File: config.mk
export PLATFORM = sky130hd
export DESIGN_NAME = stream_parity_acc
export DESIGN_NICKNAME = d
export VERILOG_FILES = /design/src/rtl/stream_parity_acc.sv
export SDC_FILE = /design/constraint.sdc
export NUM_CORES = 1
export LEC_CHECK = 0
export BUFFER_PORTS_ARGS = -buffer_cell sky130_fd_sc_hd__buf_4
export CAP_MARGIN = 20
export CORE_MARGIN = 5
export CORE_UTILIZATION = 30
export DETAILED_ROUTE_END_ITERATION = 8
export GPL_TIMING_DRIVEN = 0
export PLACE_DENSITY = 0.56
export SYNTH_ARGS = -nofsm -noshare
export SYNTH_HDL_FRONTEND = slang
export SYNTH_SLANG_ARGS = --single-unit
File: constraint.sdc
create_clock -name clk -period 1.9 [get_ports clk]
set_clock_uncertainty 0.15 [all_clocks]
set_input_delay 0.095 -clock clk [delete_from_list [all_inputs] [get_ports clk]]
set_output_delay 0.095 -clock clk [all_outputs]
set_load 0.02 [all_outputs]
File: src/rtl/stream_parity_acc.sv
`default_nettype none
// ============================================================================
// Module     : stream_parity_acc
// Description: Folds FRAME_LEN stream words into one parity bit per frame and
//              holds the result until the consumer accepts it. Defining
//              PARITY_CHECK_EN adds an expected-parity compare (err/err_sticky).
// Revision   : 1.0 - initial release
// ============================================================================
module stream_parity_acc #(
    parameter int WIDTH     = 8,
    parameter int FRAME_LEN = 4,
    parameter int ODD       = 0
) (
    input  logic             clk,
    input  logic             rst,
    input  logic             in_valid,
    input  logic [WIDTH-1:0] in_data,
    output logic             in_ready,
    output logic             out_valid,
    input  logic             out_ready,
    output logic             out_parity,
    output logic [7:0]       frame_cnt
`ifdef PARITY_CHECK_EN
    ,
    input  logic             exp_parity,
    output logic             err,
    output logic             err_sticky
`endif
);

    localparam int              CNT_W    = (FRAME_LEN > 1) ? $clog2(FRAME_LEN) : 1;
    localparam logic [CNT_W-1:0] LAST_CNT = CNT_W'(FRAME_LEN - 1);
    localparam logic            ODD_BIT  = (ODD != 0);

    typedef enum logic [0:0] {
        ACC  = 1'b0,
        HOLD = 1'b1
    } state_t;

    state_t           state_q, state_d;
    logic             acc_q, acc_d;
    logic [CNT_W-1:0] cnt_q, cnt_d;
    logic             out_valid_q, out_valid_d;
    logic             out_parity_q, out_parity_d;
    logic [7:0]       frame_cnt_q, frame_cnt_d;

    logic w_accept;
    logic w_last;
    logic w_frame_par;

    assign w_accept    = in_valid && (state_q == ACC);
    assign w_last      = (cnt_q == LAST_CNT);
    assign w_frame_par = acc_q ^ (^in_data) ^ ODD_BIT;

    always_comb begin
        state_d      = state_q;
        acc_d        = acc_q;
        cnt_d        = cnt_q;
        out_valid_d  = out_valid_q;
        out_parity_d = out_parity_q;
        frame_cnt_d  = frame_cnt_q;
        case (state_q)
            ACC: begin
                if (w_accept) begin
                    if (w_last) begin
                        out_parity_d = w_frame_par;
                        out_valid_d  = 1'b1;
                        acc_d        = 1'b0;
                        cnt_d        = '0;
                        frame_cnt_d  = frame_cnt_q + 8'd1;
                        state_d      = HOLD;
                    end else begin
                        acc_d = acc_q ^ (^in_data);
                        cnt_d = cnt_q + CNT_W'(1);
                    end
                end
            end
            HOLD: begin
                // Result stays frozen until the consumer takes it.
                if (out_ready) begin
                    out_valid_d = 1'b0;
                    state_d     = ACC;
                end
            end
            default: state_d = ACC;
        endcase
    end

    always_ff @(posedge clk) begin
        if (rst) begin
            state_q      <= ACC;
            acc_q        <= 1'b0;
            cnt_q        <= '0;
            out_valid_q  <= 1'b0;
            out_parity_q <= 1'b0;
            frame_cnt_q  <= 8'd0;
        end else begin
            state_q      <= state_d;
            acc_q        <= acc_d;
            cnt_q        <= cnt_d;
            out_valid_q  <= out_valid_d;
            out_parity_q <= out_parity_d;
            frame_cnt_q  <= frame_cnt_d;
        end
    end

    assign in_ready   = (state_q == ACC);
    assign out_valid  = out_valid_q;
    assign out_parity = out_parity_q;
    assign frame_cnt  = frame_cnt_q;

`ifdef PARITY_CHECK_EN
    logic err_q, err_d;
    logic err_sticky_q, err_sticky_d;

    always_comb begin
        err_d        = err_q;
        err_sticky_d = err_sticky_q;
        if (w_accept && w_last) begin
            err_d        = (exp_parity != w_frame_par);
            err_sticky_d = err_sticky_q | (exp_parity != w_frame_par);
        end
    end

    always_ff @(posedge clk) begin
        if (rst) begin
            err_q        <= 1'b0;
            err_sticky_q <= 1'b0;
        end else begin
            err_q        <= err_d;
            err_sticky_q <= err_sticky_d;
        end
    end

    assign err        = err_q;
    assign err_sticky = err_sticky_q;
`endif

endmodule
`default_nettype wire

* Word level (Yosys, flattened, before mapping)
Index checks and enable logic that the tools add are counted.
Word-level totals: bits in registers 14, output and inout bits 11, word-level logic and storage cells 29
Operators by class: add/subtract/negate cells 2, equality and inequality tests 4, muxes and demuxes 10, bitwise logic cells 2, reductions and logical operators 5
Operator list (count):
- adder 8 x 1 -> 8 bit, second input constant | 1
- XOR reduction 8 bit | 1
- two-way mux 1 bit | 7
- AND reduction 3 bit | 2
- != test 2 x 1 -> 1 bit, second input constant | 2
- case mux 1 bit (2 select lines) | 2
- adder 2 x 1 -> 2 bit, second input constant | 1
- equality test 2 bit, second input constant | 1
- two-way mux 2 bit | 1
- != test 2 bit, second input constant | 1
- AND reduction 2 bit | 1
- logical AND 1 bit | 1
- NOT 1 bit | 1
- XOR 1 bit | 1

* Logic depth before layout (Yosys ltp)
Gate-level depths: netlist (run 1).
depth after elaboration 4, gate-level depth with buffers 6

* Worst setup path after synthesis (run 1)
No wires, ideal clock.
path type reg2reg, from register cnt_q[0], to register frame_cnt_q[4] (netlist: frame_cnt[4]), data arrival time 1206 ps, data required time 1622 ps, path slack 416 ps, cell stages (with the launch flop) 7, path buffers 1, clock period less this slack 1484 ps, cells stage by stage dfxtp_1 -> ha_1 -> and3b_1 -> clkbuf_1 -> nand4_1 -> xor2_1 -> nor2_1
On the way: cells in the longest elaborated chain, start to end 2
Ends and longest elaborated chain:
- start, declared | line 42 | logic [CNT_W-1:0] cnt_q, cnt_d;
- start signal, assigned | line 100 | cnt_q <= cnt_d;
- equality test 2 bit | line 52 | assign w_last = (cnt_q == LAST_CNT);
- AND reduction 3 bit (no source line)
- end signal, assigned | line 103 | frame_cnt_q <= frame_cnt_d;
- end, declared | line 45 | logic [7:0] frame_cnt_q, frame_cnt_d;
Every way passes these cells. A chain may end at the register's enable or synchronous reset.

* Worst setup path after layout (run 1)
Ends and elaborated chain as after synthesis.

==> results of run 1 <==
-- Yosys cell counts, drive strengths merged, types with 2 or more instances --
cell | n | area share
nand3 | 2 | 0.022
clkbuf | 3 | 0.018
nand2 | 7 | 0.038
or3 | 2 | 0.018
xnor2 | 6 | 0.076
nand2b | 2 | 0.018
dfxtp | 14 | 0.40
nor3 | 4 | 0.029
a21oi | 5 | 0.036
nor2 | 8 | 0.043
xor2 | 6 | 0.076
nand4 | 4 | 0.036
ha | 2 | 0.036
-- flip-flops by register name, indices dropped and copies added (netlist names) --
name / count
frame_cnt: 8
cnt_q: 2
acc_q: 1
out_parity: 1
out_valid: 1
state_q: 1
-- cells by family (layout without fill, tap and decap cells) --
kind of cell	count (synthesis)	after routing	share of synthesized area
AO/OA/AOI/OAI	8	8	0.0686
AND/OR/NAND/NOR	34	34	0.264
buffers and inverters	5	32	0.0289
adder cells (fa/ha/maj)	2	2	0.0361
XOR/XNOR	13	13	0.184
flip-flops	14	14	0.404
multiplexers	1	1	0.0144
-- final timing paths --
| check | depth (start not counted) | end | slack [ps] |
|---|---|---|---|
| worst max-delay path | 6 | frame_cnt[4]$_SDFFE_PP0P_ | 240 |
| worst min-delay path | 3 | state_q$_SDFF_PP0_ | 30 |
| worst max register to register | 6 | frame_cnt[4]$_SDFFE_PP0P_ | 240 |
| worst min register to register | 2 | cnt_q[0]$_SDFFE_PP0P_ | 330 |
-- critical path: stages (launching register included) --
cell      delay (ps)
dfxtp_1          360
ha_1             270
and3b_1          190
clkbuf_1         220
nand4_1          150
xor2_1           160
nor2_1            50
-- per-layer routing --
metal | vias to the layer above | global-route usage | routed length (um)
met3 | 2 | 0.0290 | 110
met4 | 0 | 0.0397 | 14
met2 | 21 | 0.139 | 645
met5 | - | 0 | 0
li1 | 320 | - | -
met1 | 286 | 0.116 | 693
-- final cells by class --
class,instances,area (sq um)
Fill cell,227,1270
Clock buffer,4,36.3
Multi-Input combinational cell,58,393
Tap cell,28,35.0
Buffer,4,16.3
Timing Repair Buffer,23,178
Inverter,1,3.75
Sequential cell,14,280
-- through the flow --
stage	setup WS (ps)	cell area (sq um)	cells	utilization	power, mW
final	238	942	132	0.426	0.624
after CTS	201	942	132	0.426	0.630
after detailed placement	222	886	126	0.400	0.411
after floorplan	416	693	77	-	0.380
after global placement	240	886	126	0.400	0.410
after global routing	58.8	942	132	0.426	0.651
-- cell usage in the layout, fill, tap and decap left out --
cell / count
buf_4: 21
dfxtp_1: 14
nor2_1: 8
nand2_1: 7
xor2_1: 6
xnor2_1: 6
a21oi_1: 5
nand4_1: 4
nor3_1: 4
clkbuf_4: 3
nand2b_1: 2
clkbuf_1: 2
or3_1: 2
ha_1: 2
dlygate4sd3_1: 2
inv_2: 1
clkbuf_2: 1
buf_1: 1
and3_1: 1
and3b_1: 1
o21ai_1: 1
nand3_2: 1
xnor3_1: 1
nand3_1: 1
nand3b_1: 1
o211ai_1: 1
mux2i_1: 1
nor2b_1: 1
nor4_2: 1
a221o_1: 1
clkbuf_8: 1
-- power groups by stage --
stage	logic (mW)	registers [mW]	clock network, mW
3_3_place_gp	0.0928	0.317	0
2_1_floorplan	0.0631	0.317	0
6_report	0.0964	0.311	0.217
4_1_cts	0.0980	0.311	0.222
3_5_place_dp	0.0938	0.318	0
5_1_grt	0.107	0.311	0.232
==> metrics.md, run 1 <==
| Metric | Value |
|---|---|
| Gate power share | `0.154` |
| Post-synth EDFFs | `0` |
| Switching pwr | `0.153 mW` |
| Crit end category | `register` |
| Post-synth cell types | `27` |
| Global-route wire length before repair | `2430 um` |
| Worst Tran Pin Value | `445 ps` |
| Yosys warns | `0` |
| Die Wd | `58.1 um` |
| Cell count after synthesis | `77` |
| Peak supply drop | `373 uV` |
| CP required | `1910 ps` |
| Int Power | `0.471 mW` |
| Post-cts sizing count | `0` |
| Vias | `629` |
| Hpwl dp | `1090 um` |
| Worst Setup Start Kind | `register` |
| Setup TNS | `0 ps` |
| Critical Path AT | `1680 ps` |
| Clock transition at path regs | `90 ps` |
| Pwr Density | `662 nW/um^2` |
| IO Port Bufs | `21` |
| Clk sinks | `14` |
| Final Hold Fails | `0` |
| Pin count of the biggest net entering global routing | `11` |
| Setup Buffers After CTS | `0` |
| Synth-to-Final Area Change | `35.9%` |
| Height of the die | `58.1 um` |
| Initial antenna violation count | `0` |
| Routed wire length per instance | `11.1 um` |
| Worst r2r src | `cnt_q[0]$_SDFFE_PP0P_` |
| Setup violations, final | `0` |
| Global-route usage over all layers | `0.0907` |
| Top_reg_cell synth | `dfxtp_1` |
| Die footprint | `3370 sq um` |
| Post-route ant nets | `0` |
| Syn_nets | `91` |
| # H-tree levels | `1` |
| Root Buffer Master | `clkbuf_4` |
| Total grt overflow | `0` |
| Layout Nets | `119` |
| Count of pins over their slew limit | `0` |
| Std-Cell Rows | `17` |
| Hold path startpoint | `in_valid` |
| Kind of critical path | `register to register` |
| Max-cap violations | `0` |
| Headroom to the max-slew limit | `0.704` |
| Seq/Total Area, Yosys | `0.404` |
| CTS Hold Bufs | `2` |
| Layout cells sized above 1 | `0.279` |
| Crit path launch | `cnt_q[0]$_SDFFE_PP0P_` |
| Hold Path Class | `primary input to register` |
| Vias/cell | `4.77` |
| Core Area | `2210 sq um` |
| Vias in the first global route | `574` |
| CTS buffer count | `3` |
| Worst-Skew Late Latency | `280 ps` |
| I/O pin total | `23` |
| ANT cells | `0` |
| Starting density of the core | `0.313` |
| Min cycle time layout | `1660 ps` |
| Crit Path Max Fanout | `6` |
| Final WL | `1460 um` |
| Clock network power share | `0.348` |
| Synth Area per Inst | `9.00 sq um` |
| DRC viols | `0` |
| Unrepaired setup endpoints after global routing | `no` |
| Achievable Freq | `0.602 GHz` |
| TritonCTS clock tree | `built` |
| Leak Pwr | `0.393 nW` |
| Post-Syn Area | `693 sq um` |
| GPL Wtd Cong | `0.709` |
| Hold WS | `27.4 ps` |
| Outcome | `completed` |
| Switch share | `0.246` |
| FFs w/ async S/R, synth | `0` |
| Seq pwr share | `0.498` |
| Fin crit share | `0.875` |
| Initial DRC Count | `14` |
| TritonRoute pass-1 iters | `4` |
| Bufs on Longest Clock Path | `2` |
| Post-synthesis register bit count | `14` |
Note: power is estimated with default switching activity, not from simulation.
==> run 2, diff against run 1 <==
==> constraint.sdc (replaced) <==
create_clock -name clk -period 1.8 [get_ports clk]
set_clock_uncertainty 0.15 [all_clocks]
set_input_delay 0.09 -clock clk [delete_from_list [all_inputs] [get_ports clk]]
set_output_delay 0.09 -clock clk [all_outputs]
set_load 0.02 [all_outputs]
==> run 2 against run 1 <==
Critical path depth down 1. Cell count down 0.76%. Clock power up 6%. Critical path type unchanged.
==> metrics.md, run 2 (synthesis gave the netlist of run 1 again) <==
| Metric | Value |
|---|---|
| Outcome | `completed (unchanged)` |
| CP delay by family, top | `simple AND/OR/NAND/NOR gates (unchanged)` |
| Post-route ant nets | `0 (unchanged)` |
| CTS buffer count | `3 (unchanged)` |
| Crit end category | `register (unchanged)` |
| Crit Path Max Fanout | `6 (unchanged)` |
| Headroom to the max-slew limit | `0.703 (was 0.704)` |
| ANT cells | `0 (unchanged)` |
| Setup TNS | `0 ps (unchanged)` |
| CP required | `1810 ps (was 1910 ps)` |
| CP max stage delay | `360 ps (about the same)` |
| Leak Pwr | `0.392 nW (was 0.393 nW)` |
| Die Wd | `58.1 um (unchanged)` |
| Synth-to-Final Area Change | `35.4% (was 35.9%)` |
| Filler Cells Inserted | `226 (was 227)` |
| Height of the die | `58.1 um (unchanged)` |
| Global-route usage over all layers | `0.0907 (unchanged)` |
| Global-route wire length before repair | `2430 um (unchanged)` |
| Layout Nets | `118 (was 119)` |
| R2R Setup Slk | `240 ps (about the same)` |
| Seq pwr share | `0.497 (was 0.498)` |
| Clock network power share | `0.349 (was 0.348)` |
| Clk sinks | `14 (unchanged)` |
| Max-cap violations | `0 (unchanged)` |
| TritonCTS clock tree | `built (unchanged)` |
| TritonRoute pass-1 iters | `4 (unchanged)` |
| Hpwl dp | `1090 um (unchanged)` |
| Vias/cell | `4.78 (was 4.77)` |
| Initial antenna violation count | `0 (unchanged)` |
| Final WL | `1460 um (about the same)` |
| Most common cell after layout, fill and taps aside | `buf_4 (unchanged)` |
| Core Area | `2210 sq um (unchanged)` |
| Worst-Skew Late Latency | `280 ps (about the same)` |
| Critical Path AT | `1580 ps (was 1680 ps)` |
| Starting density of the core | `0.313 (unchanged)` |
| Setup violations, final | `0 (unchanged)` |
| Worst Tran Pin Value | `446 ps (was 445 ps)` |
| Routed wire length per instance | `11.2 um (was 11.1 um)` |
| Int Power | `0.497 mW (was 0.471 mW)` |
| Vias | `626 (was 629)` |
| Peak supply drop | `392 uV (was 373 uV)` |
| Hold WS | `20.2 ps (was 27.4 ps)` |
| Gate power share | `0.154 (about the same)` |
| Total power | `0.659 mW (was 0.624 mW)` |
| Pin count of the biggest net entering global routing | `11 (unchanged)` |
| Achievable Freq | `0.640 GHz (was 0.602 GHz)` |
| Min cycle time layout | `1560 ps (was 1660 ps)` |
| Fin crit share | `0.869 (was 0.875)` |
| GPL Wtd Cong | `0.709 (unchanged)` |
| Switching pwr | `0.162 mW (was 0.153 mW)` |
| Max reg flops | `8 (unchanged)` |
| Worst Hold Path Cells | `3 (unchanged)` |
| Finished Layout Cells | `131 (was 132)` |
| Final Hold Fails | `0 (unchanged)` |
| Kind of critical path | `register to register (unchanged)` |
| Most frequent cells in the layout | `buf_4 (21), dfxtp_1 (14), nor2_1 (8) (unchanged)` |
| I/O pin total | `23 (unchanged)` |
| # H-tree levels | `1 (unchanged)` |
| Clock transition at path regs | `90 ps (about the same)` |
| Unrepaired setup endpoints after global routing | `no (unchanged)` |
| CP bufs+invs | `0 (was 1)` |
| Bufs on Longest Clock Path | `2 (unchanged)` |
| IO Port Bufs | `21 (unchanged)` |
| Worst path depth | `5 (was 6)` |
| Register-to-Register Path Depth | `5 (was 6)` |
| Initial DRC Count | `14 (unchanged)` |
| Switch share | `0.246 (about the same)` |
| Die footprint | `3370 sq um (unchanged)` |
| Layout cells sized above 1 | `0.282 (was 0.279)` |
| Total grt overflow | `0 (unchanged)` |
| Count of pins over their slew limit | `0 (unchanged)` |
| DRC viols | `0 (unchanged)` |
| Slowest cell on crit path | `dfxtp_1 (unchanged)` |
| Root Buffer Master | `clkbuf_4 (unchanged)` |
| Vias in the first global route | `574 (unchanged)` |
| Inst Count DP | `126 (unchanged)` |
| Post-place setup slack | `122 ps (was 222 ps)` |
| Setup ws final | `237 ps (was 238 ps)` |
| Hold Path Class | `primary input to register (unchanged)` |
| Std-Cell Rows | `17 (unchanged)` |
| Pwr Density | `703 nW/um^2 (was 662 nW/um^2)` |
| Worst Setup Start Kind | `register (unchanged)` |
| Crit-path cells | `ha_1 > and3b_1 > nand4_1 > xor2_1 > nor2_1 (was ha_1 > and3b_1 > clkbuf_1 > nand4_1 > xor2_1 > nor2_1)` |
## run 2: cell types whose count changed in the layout (fill, tap and decap cells not counted), sizes merged
cell	previous run	this run
clkbuf	7	6
## run 2: metrics by stage
step / instance area, sq um / util
2_1_floorplan: 693 / -
3_3_place_gp: 886 / 0.400
3_5_place_dp: 886 / 0.400
4_1_cts: 942 / 0.426
5_1_grt: 938 / 0.424
6_report: 938 / 0.424
## run 2: worst reg2reg max path, delay by kind of cell, from the launching register on
kind,cells,cell delay [ps]
fa+ha+maj,1,270
xor+xnor,1,160
flops,1,360
simple gates,3,510
## run 2: final timing paths
path | from | end
worst max-delay path | cnt_q[0]$_SDFFE_PP0P_ | frame_cnt[4]$_SDFFE_PP0P_
worst max register to register | cnt_q[0]$_SDFFE_PP0P_ | frame_cnt[4]$_SDFFE_PP0P_
worst min register to register | cnt_q[0]$_SDFFE_PP0P_ | cnt_q[0]$_SDFFE_PP0P_
worst min-delay path | in_valid | state_q$_SDFF_PP0_
## run 2: area by class of cell
cell class / count / area (sq um) / area share
multi-input combinational: 58 / 393 / 0.419
sequential: 14 / 280 / 0.299
timing repair buffer: 23 / 178 / 0.189
clock buffer: 4 / 36.3 / 0.0387
tap: 28 / 35.0 / 0.0373
buffer: 3 / 12.5 / 0.0133
inverter: 1 / 3.75 / 0.00400
## run 2: what timing repair did
action | 4_1_cts | 5_1_grt
hold buffers | 2 | 0
setup buffers | 0 | 0
endpoints found under the setup margin | 0 | 2
hold endpoints to repair | 2 | 0
resized for setup | 0 | 0
## run 2: per-layer routing
metal	track usage	wire [um]	vias to the layer above
li1	-	-	318
met1	0.116	688	285
met2	0.139	646	21
met3	0.0290	111	2
met4	0.0397	14	0
met5	0	0	-
## run 2: power groups by stage
stage	Sequential [mW]	Clock, mW	Combinational [mW]
floorplan	0.335	0	0.0666
global placement	0.335	0	0.0980
detailed placement	0.335	0	0.0990
CTS	0.328	0.234	0.103
global route	0.329	0.245	0.113
finish	0.328	0.230	0.102
